[src/rtl/vga_pkg.sv]
// Shared definitions for the VGA pixel fetch block: pixel widths, the
// RGB565 -> RGB888 expansion, the test-pattern bar colours and the fetch
// FSM state encoding.
package vga_pkg;

    localparam int unsigned RGB565_W = 16;
    localparam int unsigned RGB888_W = 24;

    typedef enum logic {
        SYNC_WAIT = 1'b0,
        RUN       = 1'b1
    } fetch_state_t;

    // Bar colours left to right; index 0 is the leftmost bar.
    localparam logic [7:0][RGB888_W-1:0] BAR_RGB = {
        24'h000000,  // 7 black
        24'h0000FF,  // 6 blue
        24'hFF0000,  // 5 red
        24'hFF00FF,  // 4 magenta
        24'h00FF00,  // 3 green
        24'h00FFFF,  // 2 cyan
        24'hFFFF00,  // 1 yellow
        24'hFFFFFF   // 0 white
    };

    // Expand by replicating the top bits of each channel into the low bits.
    function automatic logic [RGB888_W-1:0] rgb565_to_888(input logic [RGB565_W-1:0] p);
        return {p[15:11], p[15:13], p[10:5], p[10:9], p[4:0], p[4:2]};
    endfunction

endpackage

[src/rtl/vga_sync_delay.sv]
// Clocked shift register that carries the timing/control flags alongside
// the framebuffer read, so they arrive together with the read data.
module vga_sync_delay #(
    parameter int unsigned W     = 4,
    parameter int unsigned DEPTH = 4
) (
    input  logic         clk,
    input  logic         rst,
    input  logic [W-1:0] din,
    output logic [W-1:0] dout
);

    logic [W-1:0] stage [DEPTH];

    // Shift the flag word one stage per clock; everything clears on reset.
    always_ff @(posedge clk or posedge rst) begin
        if (rst) begin
            for (int unsigned i = 0; i < DEPTH; i++) begin
                stage[i] <= '0;
            end
        end else begin
            stage[0] <= din;
            for (int unsigned i = 1; i < DEPTH; i++) begin
                stage[i] <= stage[i-1];
            end
        end
    end

    assign dout = stage[DEPTH-1];

endmodule

[src/rtl/vga_pixel_fetch.sv]
// VGA pixel fetch: converts the rd_in window strobe into linear reads of an
// RD_H x RD_V RGB565 framebuffer and returns delay-matched hs/vs/de with
// 8:8:8 colour. Total latency is MEM_LAT+2 cycles.
// Optional feature: define VGA_PIXEL_FETCH_TESTPAT_EN to add the test_en
// input, which replaces framebuffer reads by eight vertical colour bars.
module vga_pixel_fetch
    import vga_pkg::*;
#(
    parameter int unsigned RD_H       = 480,
    parameter int unsigned RD_V       = 272,
    parameter int unsigned MEM_LAT    = 2,
    parameter logic        VS_POL     = 1'b1,
    parameter logic [23:0] BORDER_RGB = 24'h000000,
    parameter int unsigned AW         = 17
) (
    input  logic                clk,
    input  logic                rst,
    input  logic                hs_in,
    input  logic                vs_in,
    input  logic                de_in,
    input  logic                rd_in,
`ifdef VGA_PIXEL_FETCH_TESTPAT_EN
    input  logic                test_en,
`endif
    output logic                mem_rd_en,
    output logic [AW-1:0]       mem_addr,
    input  logic [RGB565_W-1:0] mem_rdata,
    output logic                hs_out,
    output logic                vs_out,
    output logic                de_out,
    output logic [RGB888_W-1:0] rgb_out,
    output logic                frame_err
);

    localparam int unsigned L     = MEM_LAT + 2;
    localparam int unsigned TOTAL = RD_H * RD_V;
    // One extra bit so the counter can sit at RD_H*RD_V when it equals 2**AW.
    localparam int unsigned CW    = AW + 1;
    localparam logic [CW-1:0] TOTAL_C = CW'(TOTAL);

    // Flag word bit positions inside the delay line.
    localparam int unsigned B_HS  = 0;
    localparam int unsigned B_VS  = 1;
    localparam int unsigned B_DE  = 2;
    localparam int unsigned B_RD  = 3;
    localparam int unsigned B_ISS = 4;
    localparam int unsigned B_ACT = 5;
`ifdef VGA_PIXEL_FETCH_TESTPAT_EN
    localparam int unsigned B_TST = 6;
    localparam int unsigned B_BAR = 7;
    localparam int unsigned FW    = 10;
    localparam int unsigned BAR_W = RD_H / 8;
    localparam int unsigned SW    = $clog2(BAR_W + 1);
`else
    localparam int unsigned FW    = 6;
`endif

    fetch_state_t  state, state_next;
    logic          vs_prev;
    logic [CW-1:0] cnt, cnt_next, cnt_base;
    logic          frame_start, active, has_room, take, overrun, issue, err_next;
    logic          test_mode;
    logic [FW-1:0] flags_in, flags_d;
    logic [RGB888_W-1:0] rgb_next;

`ifdef VGA_PIXEL_FETCH_TESTPAT_EN
    logic          rd_prev;
    logic [SW-1:0] sub, sub_base;
    logic [2:0]    bar, bar_base;

    assign test_mode = test_en;
`else
    assign test_mode = 1'b0;
`endif

    // Next-state, counter and read decision for the current input cycle.
    always_comb begin
        state_next  = state;
        cnt_next    = cnt;
        frame_start = (vs_in == VS_POL) && (vs_prev != VS_POL);
        active      = (state == RUN) || frame_start;
        cnt_base    = frame_start ? '0 : cnt;
        has_room    = cnt_base < TOTAL_C;
        take        = active && rd_in && has_room;
        overrun     = active && rd_in && !has_room;
        issue       = take && !test_mode;
        err_next    = frame_err || overrun ||
                      (frame_start && (state == RUN) && (cnt != TOTAL_C));
        if (frame_start) begin
            state_next = RUN;
        end
        if (active) begin
            cnt_next = take ? cnt_base + CW'(1) : cnt_base;
        end
    end

    // FSM state, pixel counter, sticky error and registered read request.
    always_ff @(posedge clk or posedge rst) begin
        if (rst) begin
            state     <= SYNC_WAIT;
            vs_prev   <= VS_POL;
            cnt       <= '0;
            frame_err <= 1'b0;
            mem_rd_en <= 1'b0;
            mem_addr  <= '0;
        end else begin
            state     <= state_next;
            vs_prev   <= vs_in;
            cnt       <= cnt_next;
            frame_err <= err_next;
            mem_rd_en <= issue;
            if (issue) begin
                mem_addr <= cnt_base[AW-1:0];
            end
        end
    end

`ifdef VGA_PIXEL_FETCH_TESTPAT_EN
    // Bar position of the current rd pixel; restarts on each rd_in rising edge.
    always_comb begin
        sub_base = (rd_in && !rd_prev) ? '0 : sub;
        bar_base = (rd_in && !rd_prev) ? '0 : bar;
    end

    // Column counter for the test bars, advancing once per rd pixel.
    always_ff @(posedge clk or posedge rst) begin
        if (rst) begin
            rd_prev <= 1'b0;
            sub     <= '0;
            bar     <= '0;
        end else begin
            rd_prev <= rd_in;
            if (rd_in) begin
                if (sub_base == SW'(BAR_W - 1)) begin
                    sub <= '0;
                    bar <= (bar_base == 3'd7) ? 3'd7 : bar_base + 3'd1;
                end else begin
                    sub <= sub_base + SW'(1);
                    bar <= bar_base;
                end
            end
        end
    end
`endif

    // Pack the per-pixel flags that must travel with the read.
    always_comb begin
        flags_in        = '0;
        flags_in[B_HS]  = hs_in;
        flags_in[B_VS]  = vs_in;
        flags_in[B_DE]  = de_in;
        flags_in[B_RD]  = rd_in;
        flags_in[B_ISS] = issue;
        flags_in[B_ACT] = active;
`ifdef VGA_PIXEL_FETCH_TESTPAT_EN
        flags_in[B_TST]       = test_en;
        flags_in[B_BAR +: 3]  = bar_base;
`endif
    end

    // L-1 stages here; the output register below is stage L, so the flags
    // line up with mem_rdata on the cycle it is valid.
    vga_sync_delay #(
        .W     (FW),
        .DEPTH (L - 1)
    ) u_sync_delay (
        .clk  (clk),
        .rst  (rst),
        .din  (flags_in),
        .dout (flags_d)
    );

    // Output colour selection from the delayed flags.
    always_comb begin
        rgb_next = '0;
        if (flags_d[B_DE] && flags_d[B_ACT]) begin
            rgb_next = BORDER_RGB;
            if (flags_d[B_RD] && flags_d[B_ISS]) begin
                rgb_next = rgb565_to_888(mem_rdata);
            end
`ifdef VGA_PIXEL_FETCH_TESTPAT_EN
            if (flags_d[B_TST] && flags_d[B_RD]) begin
                rgb_next = BAR_RGB[flags_d[B_BAR +: 3]];
            end
`endif
        end
    end

    // Final output register for timing and colour.
    always_ff @(posedge clk or posedge rst) begin
        if (rst) begin
            hs_out  <= 1'b0;
            vs_out  <= 1'b0;
            de_out  <= 1'b0;
            rgb_out <= '0;
        end else begin
            hs_out  <= flags_d[B_HS];
            vs_out  <= flags_d[B_VS];
            de_out  <= flags_d[B_DE];
            rgb_out <= rgb_next;
        end
    end

endmodule

[config.mk]
export PLATFORM = sky130hd
export DESIGN_NAME = vga_pixel_fetch
export DESIGN_NICKNAME = d
export VERILOG_FILES = /design/src/rtl/vga_pkg.sv /design/src/rtl/vga_sync_delay.sv /design/src/rtl/vga_pixel_fetch.sv
export SDC_FILE = /design/constraint.sdc
export NUM_CORES = 1
export LEC_CHECK = 0
export ABC_AREA = 0
export CAP_MARGIN = 0
export CORE_MARGIN = 4
export CORE_UTILIZATION = 53
export DETAILED_ROUTE_END_ITERATION = 10
export PLACE_DENSITY = 0.88
export SETUP_SLACK_MARGIN = 0.5
export SLEW_MARGIN = 15
export SYNTH_ARGS = -nofsm -noshare
export SYNTH_HDL_FRONTEND = slang
export SYNTH_HIERARCHICAL = 1
export SYNTH_SLANG_ARGS = --single-unit
[constraint.sdc]
create_clock -name clk -period 3.6 [get_ports clk]
set_input_delay 0.72 -clock clk [delete_from_list [all_inputs] [get_ports clk]]
set_output_delay 0.72 -clock clk [all_outputs]
set_load 0.05 [all_outputs]
==> results.sh, run 1 <==
export IMPL_min_delay_path_class="reg -> reg"
export IMPL_cpLargestDelayFamily="simple AND/OR/NAND/NOR gates"
export IMPL_power_density_cell_area_nw_per_um2=510
export IMPL_design_die_area_sq_um=6810
export IMPL_reg2reg_to="cnt[12]"
export IMPL_min_path_cells=0
export IMPL_setup_repair_after_global_routing_missed_its_margin="false"
export IMPL_slew_limit_headroom_pct=56.9
export IMPL_crit_arrival_ps=2770
export IMPL_synth_distinct_cells=44
export IMPL_min_delay_start="u_sync_delay/stage[7]"
export IMPL_clk_latency_ps=350
export IMPL_synth_async_reset_ratio_pct=100
export IMPL_total_number_of_vias=2004
export IMPL_via_count_of_the_first_global_routing_pass=2070
export IMPL_ff2ff_setup_slack_ps=1360
export IMPL_postSynthRegisterBits=76
export IMPL_cts_repair_resized=0
export IMPL_clock_tree_from_tritoncts="done"
export IMPL_detailedRoute_firstIterationViolations=88
export IMPL_core_occupancy_in_the_finished_layout_pct=73.3
export IMPL_fin_crit_ps=2530
export IMPL_commonest_cells_after_routing_fill_and_taps_aside="dfrtp_1 (75), clkdlybuf4s50_1 (67), nand2_1 (42)"
export IMPL_finish_instance_area_sq_um=3840
export IMPL_cts_hold_buffers=0
export IMPL_die_h_microns=82.5
export IMPL_syn_area_sq_um=2940
export IMPL_yosysSeqAreaShare_pct=64.7
export IMPL_nets=341
export IMPL_synth_warnings=6
export IMPL_clock_root_buffer="clkbuf_8"
export IMPL_vdd_drop_max_v=0.000278
export IMPL_postSynth_topFlopCell="dfrtp_1"
export IMPL_first_pass_grt_wire_length_microns=9500
export IMPL_timing_hold_violations_final=0
export IMPL_worst_pin_slew_ps=645
export IMPL_final_fill_count=349
export IMPL_viasPerCell=5.10
export IMPL_worstReg2RegStart="vs_prev"
export IMPL_cpMaxStageDelayCell="clkdlybuf4s50_1"
export IMPL_timing_setup_critical_path_class="in -> reg"
export IMPL_cts_max_level=3
export IMPL_critical_path_max_stage_delay_ps=450
export IMPL_commonest_non_fill_non_tap_cell_in_the_layout="dfrtp_1"
export IMPL_remaining_drcs=0
export IMPL_fin_worst_skew_ps=9.97
export IMPL_gpl_final_weighted_congestion=0.892
export IMPL_drive_gt1_share_pct=11.8
export IMPL_grt_total_usage_pct=19.1
export IMPL_outcome="complete, no violations"
export IMPL_worstHoldEndpoint="u_sync_delay/dout[1]"
export IMPL_numClockSinks=76
export IMPL_drt_antenna_violating_nets=0
export IMPL_postSynthAreaPerCell_sq_um=11.5
export IMPL_area_delta_synth_final_pct=30.5
export IMPL_totalNegativeSetupSlack_ps=0
export IMPL_synth_fp_nets=278
export IMPL_setup_violations=0
export IMPL_critPathCaptureType="register"
export IMPL_multi_input_comb_area_sq_um=860
export IMPL_antenna_found_initial=0
export IMPL_maxCapViolCount=0
export IMPL_final_seq_area_sq_um=1900
export IMPL_portBuffers=67
export IMPL_ff2ff_path_depth=10
export IMPL_fin_total_pwr_uw=1960
export IMPL_static_leakage_power_uw=0.00165
export IMPL_core_area_sq_um=5240
export IMPL_die_w_microns=82.5
export IMPL_antenna_cells=0
export IMPL_cts_path_max_buffers=2
export IMPL_hpwl_microns=4120
export IMPL_synth_edff_count=0
export IMPL_timing_critical_path_buf_inv=3
export IMPL_drt_pre_antenna_iters=4
export IMPL_global_route_overflow_total=0
export IMPL_postSynthCellCount=255
export IMPL_maximum_number_of_pins_on_one_net_before_global_route_repair=22
export IMPL_achievable_frequency_ghz=0.394
export IMPL_average_wire_per_standard_cell_microns=14.7
export IMPL_required_time_worst_endpoint_ps=3840
export IMPL_io_pins=68
export IMPL_worstPathCellList="clkdlybuf4s50_1 -> nand2b_1 -> buf_4 -> nand2_1 -> inv_1 -> ha_1 -> and3_1 -> nand3_1 -> nor2_4 -> nand4_1 -> xor2_1"
export IMPL_critPathLaunchType="primary input"
export IMPL_postRouteWirelength_microns=5780
export IMPL_clkTransAtPathRegs_ps=80
export IMPL_worstPathMaxFanout=13
export IMPL_cts_buffers=9
export IMPL_cts_setup_buffers=0
export IMPL_initial_core_util_pct=56.2
export IMPL_placed_instance_area_sq_um=3610
export IMPL_final_period_utilization_pct=70.4
export IMPL_drv_slew=0
export IMPL_placementRows=26
through the flow:
stage / setup slack (ps) / cells / hold WS, ps
floorplan: 1390 / 255 / 331
detailed placement: 734 / 377 / 335
finish: 1070 / 393 / 353
CTS: 1100 / 393 / 353
global placement: 831 / 377 / 332
global route: 887 / 393 / 362
per-layer routing:
metal | global-route usage [%] | up-vias | share of wire [%]
met2 | 31.1 | 98 | 46
met5 | 0 | - | 0
li1 | - | 956 | -
met3 | 7.81 | 14 | 10
met4 | 7.19 | 0 | 1.9
met1 | 22.6 | 936 | 42
final cells by class:
type / instances / share of cell area (%)
Clock buffer: 10 / 3.58
Clock inverter: 6 / 2.48
Timing Repair Buffer: 75 / 19.0
Inverter: 7 / 0.684
Multi-Input combinational cell: 149 / 22.4
Sequential cell: 76 / 49.6
Tap cell: 70 / 2.28
flip-flops by register name, indices dropped and copies added, names as in the netlist, 6 cells and up:
| name | flops |
|---|---|
| cnt | 18 |
| rgb_out | 16 |
| u_sync_delay/stage | 12 |
| u_sync_delay/dout | 6 |
| mem_addr | 17 |
worst max path at each step:
stage                   end  startpoint  depth (start not counted)  slack (ps)
CTS                 cnt[12]       vs_in                         11        1100
global route        cnt[12]       vs_in                         11         890
global placement    cnt[12]       vs_in                         10         830
finish              cnt[12]       vs_in                         11        1070
floorplan           cnt[12]       vs_in                         10        1390
detailed placement  cnt[12]       vs_in                         11         730
power breakdown:
group          switching, uW  internal, uW
Sequential              34.8           903
Clock                    317           415
Combinational            179           110
cells in the mapped netlist (2+ instances only):
cell / instances / area, sq um
nand2_1: 42 / 158
nor2_1: 12 / 45.0
nand3_1: 5 / 25.0
buf_2: 3 / 15.0
dfrtp_1: 75 / 1880
nor4_2: 4 / 50.1
buf_4: 17 / 128
xnor2_1: 5 / 43.8
nor2b_1: 2 / 12.5
nand2b_1: 3 / 18.8
clkbuf_1: 2 / 7.51
inv_1: 6 / 22.5
nand4_1: 4 / 25.0
o21ai_0: 13 / 65.1
nor3_1: 3 / 15.0
o21ai_1: 10 / 50.1
xor2_1: 2 / 17.5
and3_1: 2 / 12.5
nor4_1: 2 / 12.5
and2_1: 19 / 119
worst reg2reg max path: stages, from the launching register on:
cell,delay (ps)
dfstp_2,530
nand2b_1,120
buf_4,200
nand2_1,100
inv_1,110
ha_1,230
and3_1,190
nand3_1,160
nor2_4,200
nand4_1,130
xor2_1,160
logic make-up after synthesis:
kind of cell / count (synthesis) / synth area share [%]
DFF: 76 / 64.7
AOI/OAI and AO/OA: 33 / 6.63
adders and majority gates: 1 / 0.425
and+or+nand+nor: 107 / 19.6
xor gates and xnor gates: 7 / 2.08
muxes: 1 / 0.510
buffers and inverters: 30 / 6.12
Power figures use the tool's default switching activity.
==> run 2: changes to the inputs <==
Settings changed: CORE_UTILIZATION 53 to 45, PLACE_DENSITY 0.88 to 0.8.
Clock period 3.6 ns to 2.3 ns, I/O delays scaled along.
==> results.sh, run 2 (synthesized netlist as in run 1, its figures left out) <==
export IMPL_largest_registers="cnt: 18 flops, mem_addr: 17 flops, rgb_out: 16 flops"
export IMPL_numClockSinks=76
export IMPL_critPathLaunchType="register"
export IMPL_core_occupancy_in_the_finished_layout_pct=61.0
export IMPL_clk_latency_ps=350
export IMPL_static_leakage_power_uw=0.00185
export IMPL_placed_instance_area_sq_um=3680
export IMPL_via_count_of_the_first_global_routing_pass=2125
export IMPL_setup_violations=0
export IMPL_initial_core_util_pct=46.3
export IMPL_cts_buffers=9
export IMPL_timing_setup_critical_path_class="reg -> reg"
export IMPL_viasPerCell=5.04
export IMPL_slew_limit_headroom_pct=58.8
export IMPL_commonest_non_fill_non_tap_cell_in_the_layout="dfrtp_1"
export IMPL_cts_path_max_buffers=2
export IMPL_worst_pin_slew_ps=618
export IMPL_largest_register="cnt"
export IMPL_remaining_drcs=0
export IMPL_p_int_uw=2110
export IMPL_critPathCaptureType="register"
export IMPL_drt_pre_antenna_iters=4
export IMPL_postRouteWirelength_microns=5820
export IMPL_setup_repair_after_global_routing_missed_its_margin="true"
export IMPL_cts_max_level=3
export IMPL_timing_hold_violations_final=0
export IMPL_grt_total_usage_pct=16.4
export IMPL_fin_crit_ps=1810
export IMPL_total_number_of_vias=2048
export IMPL_power_clock_fraction_pct=34.8
export IMPL_required_time_worst_endpoint_ps=2540
export IMPL_totalNegativeSetupSlack_ps=0
export IMPL_core_area_sq_um=6350
export IMPL_die_h_microns=88.9
export IMPL_maximum_number_of_pins_on_one_net_before_global_route_repair=25
export IMPL_portBuffers=67
export IMPL_crit_arrival_ps=2060
export IMPL_drive_gt1_share_pct=16.1
export IMPL_area_delta_synth_final_pct=31.6
export IMPL_commonest_cells_after_routing_fill_and_taps_aside="dfrtp_1 (75), dlygate4sd2_1 (47), nand2_1 (41)"
export IMPL_cts_hold_buffers=0
export IMPL_drv_slew=0
export IMPL_fin_total_pwr_uw=2990
export IMPL_first_pass_grt_wire_length_microns=9850
export IMPL_antenna_cells=0
export IMPL_final_period_utilization_pct=78.9
export IMPL_min_delay_path_class="reg -> reg"
export IMPL_antenna_found_initial=0
export IMPL_finish_instance_area_sq_um=3870
export IMPL_design_die_area_sq_um=7900
export IMPL_global_route_overflow_total=0
export IMPL_pre_cts_ws_ps=36.6
export IMPL_gpl_final_weighted_congestion=0.824
export IMPL_io_pins=68
export IMPL_hpwl_microns=4300
export IMPL_largest_register_ffs=18
export IMPL_outcome="complete, no violations"
export IMPL_power_share_sequential_pct=49.4
export IMPL_vdd_drop_max_v=0.000443
export IMPL_die_w_microns=88.9
export IMPL_sw_frac_of_total_pct=29.4
export IMPL_clock_root_buffer="clkbuf_8"
export IMPL_fin_worst_skew_ps=5.97
export IMPL_placementRows=29
export IMPL_nets=347
export IMPL_setup_ws_ps=486
export IMPL_drt_antenna_violating_nets=0
export IMPL_maxCapViolCount=0
export IMPL_power_switching_uw=879
export IMPL_pwr_share_comb_pct=15.8
export IMPL_detailedRoute_firstIterationViolations=159
export IMPL_final_fill_count=515
export IMPL_worstPathMaxFanout=5
export IMPL_ff2ff_setup_slack_ps=490
export IMPL_clock_tree_from_tritoncts="done"
export IMPL_clkTransAtPathRegs_ps=80
export IMPL_average_wire_per_standard_cell_microns=14.3
export IMPL_power_density_cell_area_nw_per_um2=771
export IMPL_achievable_frequency_ghz=0.551
==> run 2: cell count changes in the layout (fill, tap and decap cells not counted), sizes merged <==
| cell | change |
|---|---|
| clkdlybuf4s50 | -47 |
| dlygate4sd2 | +47 |
| buf | +6 |
| bufinv | -1 |
| inv | +1 |
| clkbuf | -1 |
| clkinvlp | +1 |
==> run 2: stage by stage <==
step	hold slack [ps]	instances
2_1_floorplan	331	255
3_3_place_gp	332	389
3_5_place_dp	336	389
4_1_cts	345	405
5_1_grt	356	406
6_report	345	406
==> run 2: repair_timing <==
action	CTS	global route
resized for setup	48	7
pin swaps	0	4
buffers inserted	0	1
endpoints found under the setup margin	52	8
==> run 2: metal layers <==
layer	vias up	routed length, microns	track usage [%]
li1	971	-	-
met2	97	2630	26.4
met3	17	550	4.10
met5	-	0	0
met4	0	138	7.97
met1	963	2500	20.7
==> run 2: layout make-up <==
class / count / area [sq um] / share of cell area, %
Sequential cell: 76 / 1900 / 49.1
Clock inverter: 7 / 82.6 / 2.13
Multi-Input combinational cell: 149 / 917 / 23.7
Tap cell: 77 / 96.3 / 2.49
Inverter: 7 / 32.5 / 0.840
Clock buffer: 9 / 124 / 3.20
Timing Repair Buffer: 81 / 717 / 18.5
==> run 2: worst max-delay path, stage by stage, from the launching register on <==
cell,delay [ps]
dfstp_2,540
nand2b_4,150
and2_4,160
ha_4,120
and3_4,190
nand3_4,110
nor2_4,170
nand4_1,120
xor2_1,150
==> run 2: worst paths after layout <==
path / from / to / cells past startpoint
hold / removal: u_sync_delay/stage[9] / u_sync_delay/dout[3] / 0
setup / recovery: vs_prev / cnt[12] / 8
setup reg to reg: vs_prev / cnt[12] / 8
min in group asynchronous: rst / rgb_out[6] / 2
hold reg to reg: u_sync_delay/stage[9] / u_sync_delay/dout[3] / 0
max in group asynchronous: rst / vs_prev / 3
==> run 2: power by group through the flow <==
stage	clock, uW	combinational, uW	sequential, uW
2_1_floorplan	0	194	1610
3_3_place_gp	0	470	1490
3_5_place_dp	0	477	1490
4_1_cts	1070	457	1470
5_1_grt	1130	509	1490
6_report	1040	471	1480
==> run 3: changes to the inputs <==
Settings changed: CORE_UTILIZATION 45 to 49, PLACE_DENSITY 0.8 to 0.82.
Clock period 2.3 ns to 1.7 ns, I/O delays scaled along.
==> results.sh, run 3 (synthesized netlist as in run 1, its figures left out) <==
export IMPL_finish_instance_area_sq_um=5080
export IMPL_cpLargestDelayFamily="simple AND/OR/NAND/NOR gates"
export IMPL_cts_buffers=9
export IMPL_cts_hold_buffers=0
export IMPL_antenna_cells=0
export IMPL_maxCapViolCount=0
export IMPL_first_pass_grt_wire_length_microns=14000
export IMPL_design_die_area_sq_um=7310
export IMPL_fin_crit_ps=1850
export IMPL_maximum_number_of_pins_on_one_net_before_global_route_repair=29
export IMPL_remaining_drcs=0
export IMPL_core_occupancy_in_the_finished_layout_pct=89.6
export IMPL_total_number_of_vias=2626
export IMPL_clk_latency_ps=360
export IMPL_static_leakage_power_uw=0.00241
export IMPL_critPathLaunchType="register"
export IMPL_die_w_microns=85.5
export IMPL_outcome="finished, violations left"
export IMPL_clock_root_buffer="clkbuf_8"
export IMPL_worstPathMaxFanout=5
export IMPL_drt_pre_antenna_iters=4
export IMPL_setup_ws_ps=-151
export IMPL_dp_cells=405
export IMPL_vdd_drop_max_v=0.00111
export IMPL_commonest_non_fill_non_tap_cell_in_the_layout="dfrtp_1"
export IMPL_largest_register="cnt"
export IMPL_timing_critical_path_buf_inv=0
export IMPL_drv_slew=0
export IMPL_average_wire_per_standard_cell_microns=21.4
export IMPL_nets=420
export IMPL_timing_hold_violations_final=0
export IMPL_cts_max_level=3
export IMPL_crit_arrival_ps=2090
export IMPL_area_delta_synth_final_pct=72.7
export IMPL_min_delay_path_class="in -> reg"
export IMPL_placed_instance_area_sq_um=3790
export IMPL_drive_gt1_share_pct=56.7
export IMPL_power_density_cell_area_nw_per_um2=917
export IMPL_drt_antenna_violating_nets=0
export IMPL_cpMaxStageDelayCell="dfstp_2"
export IMPL_gpl_final_weighted_congestion=0.841
export IMPL_portBuffers=67
export IMPL_global_route_overflow_total=0
export IMPL_largest_register_ffs=18
export IMPL_commonest_cells_after_routing_fill_and_taps_aside="dfrtp_1 (67), buf_4 (62), buf_6 (46)"
export IMPL_postRouteWirelength_microns=10100
export IMPL_initial_core_util_pct=51.9
export IMPL_clkTransAtPathRegs_ps=90
export IMPL_slew_limit_headroom_pct=64.6
export IMPL_detailedRoute_firstIterationViolations=184
export IMPL_placementRows=27
export IMPL_setup_violations=12
export IMPL_core_area_sq_um=5680
export IMPL_critical_path_max_stage_delay_ps=540
export IMPL_violated_checks="setup timing"
export IMPL_via_count_of_the_first_global_routing_pass=2765
export IMPL_final_period_utilization_pct=109
export IMPL_grt_total_usage_pct=25.2
export IMPL_critPathCaptureType="register"
export IMPL_worst_pin_slew_ps=526
export IMPL_numClockSinks=76
export IMPL_fin_worst_skew_ps=10.4
export IMPL_hpwl_microns=4700
export IMPL_achievable_frequency_ghz=0.540
export IMPL_cts_path_max_buffers=2
export IMPL_required_time_worst_endpoint_ps=1940
export IMPL_final_fill_count=219
export IMPL_antenna_found_initial=0
export IMPL_largest_registers="cnt: 18 flops, mem_addr: 17 flops, rgb_out: 16 flops"
export IMPL_viasPerCell=5.54
export IMPL_finalNonFillerCells=474
export IMPL_worstPathCellList="nand2b_4 -> and2_4 -> ha_4 -> and3_4 -> nand3_4 -> nor2_4 -> nand4_1 -> xor2_1"
export IMPL_die_h_microns=85.5
export IMPL_clock_tree_from_tritoncts="done"
export IMPL_setup_repair_after_global_routing_missed_its_margin="true"
export IMPL_io_pins=68
export IMPL_timing_setup_critical_path_class="reg -> reg"
run 3: metal layers:
metal | global-route usage (%) | vias up | part of all wire (%)
li1 | - | 1121 | -
met1 | 28.2 | 1291 | 36
met2 | 46.3 | 162 | 52
met3 | 6.34 | 52 | 7.0
met4 | 9.21 | 0 | 5.6
met5 | 0 | - | 0
run 3: repair_timing:
action / in CTS / in global routing
pin swaps: 33 / 26
gates cloned: 2 / 2
gates resized for setup: 130 / 35
buffers inserted: 31 / 18
hold endpoints to repair: 0 / 0
endpoints found under the setup margin: 83 / 86
run 3: final cells by class:
class	instances	area (sq um)	area share, %
Timing Repair Buffer	154	1640	32.2
Multi-Input combinational cell	149	1180	23.3
Tap cell	72	90.1	1.77
Sequential cell	76	1910	37.6
Inverter	7	37.5	0.738
Clock buffer	9	124	2.44
Clock inverter	7	98.8	1.94
run 3: metrics by stage:
step | TNS, ps | power (uW) | worst slack [ps] | hold slack (ps)
2_1_floorplan | -209 | 2470 | -107 | 279
3_3_place_gp | -8500 | 2770 | -430 | 331
5_1_grt | -1890 | 4800 | -207 | 264
3_5_place_dp | -9940 | 2800 | -492 | 335
6_report | -1030 | 4660 | -151 | 286
4_1_cts | -185 | 4490 | -66.6 | 281
run 3: path summary, 6_finish.rpt:
check | start | endpoint | slack (ps) | cells past startpoint
min in group asynchronous | rst | rgb_out[4] | 340 | 2
max | vs_prev | cnt[12] | -150 | 8
max reg2reg | vs_prev | cnt[12] | -150 | 8
min reg2reg | u_sync_delay/stage[15] | u_sync_delay/stage[9] | 360 | 0
max in group asynchronous | rst | rgb_out[18] | 870 | 3
min | vs_in | vs_prev | 290 | 1
run 3: power breakdown:
| group | total [uW] | internal (uW) | switching (uW) |
|---|---|---|---|
| Clock | 1550 | 834 | 720 |
| Combinational | 1110 | 519 | 587 |
| Sequential | 2000 | 1910 | 86.7 |
| Total | 4660 | 3270 | 1390 |
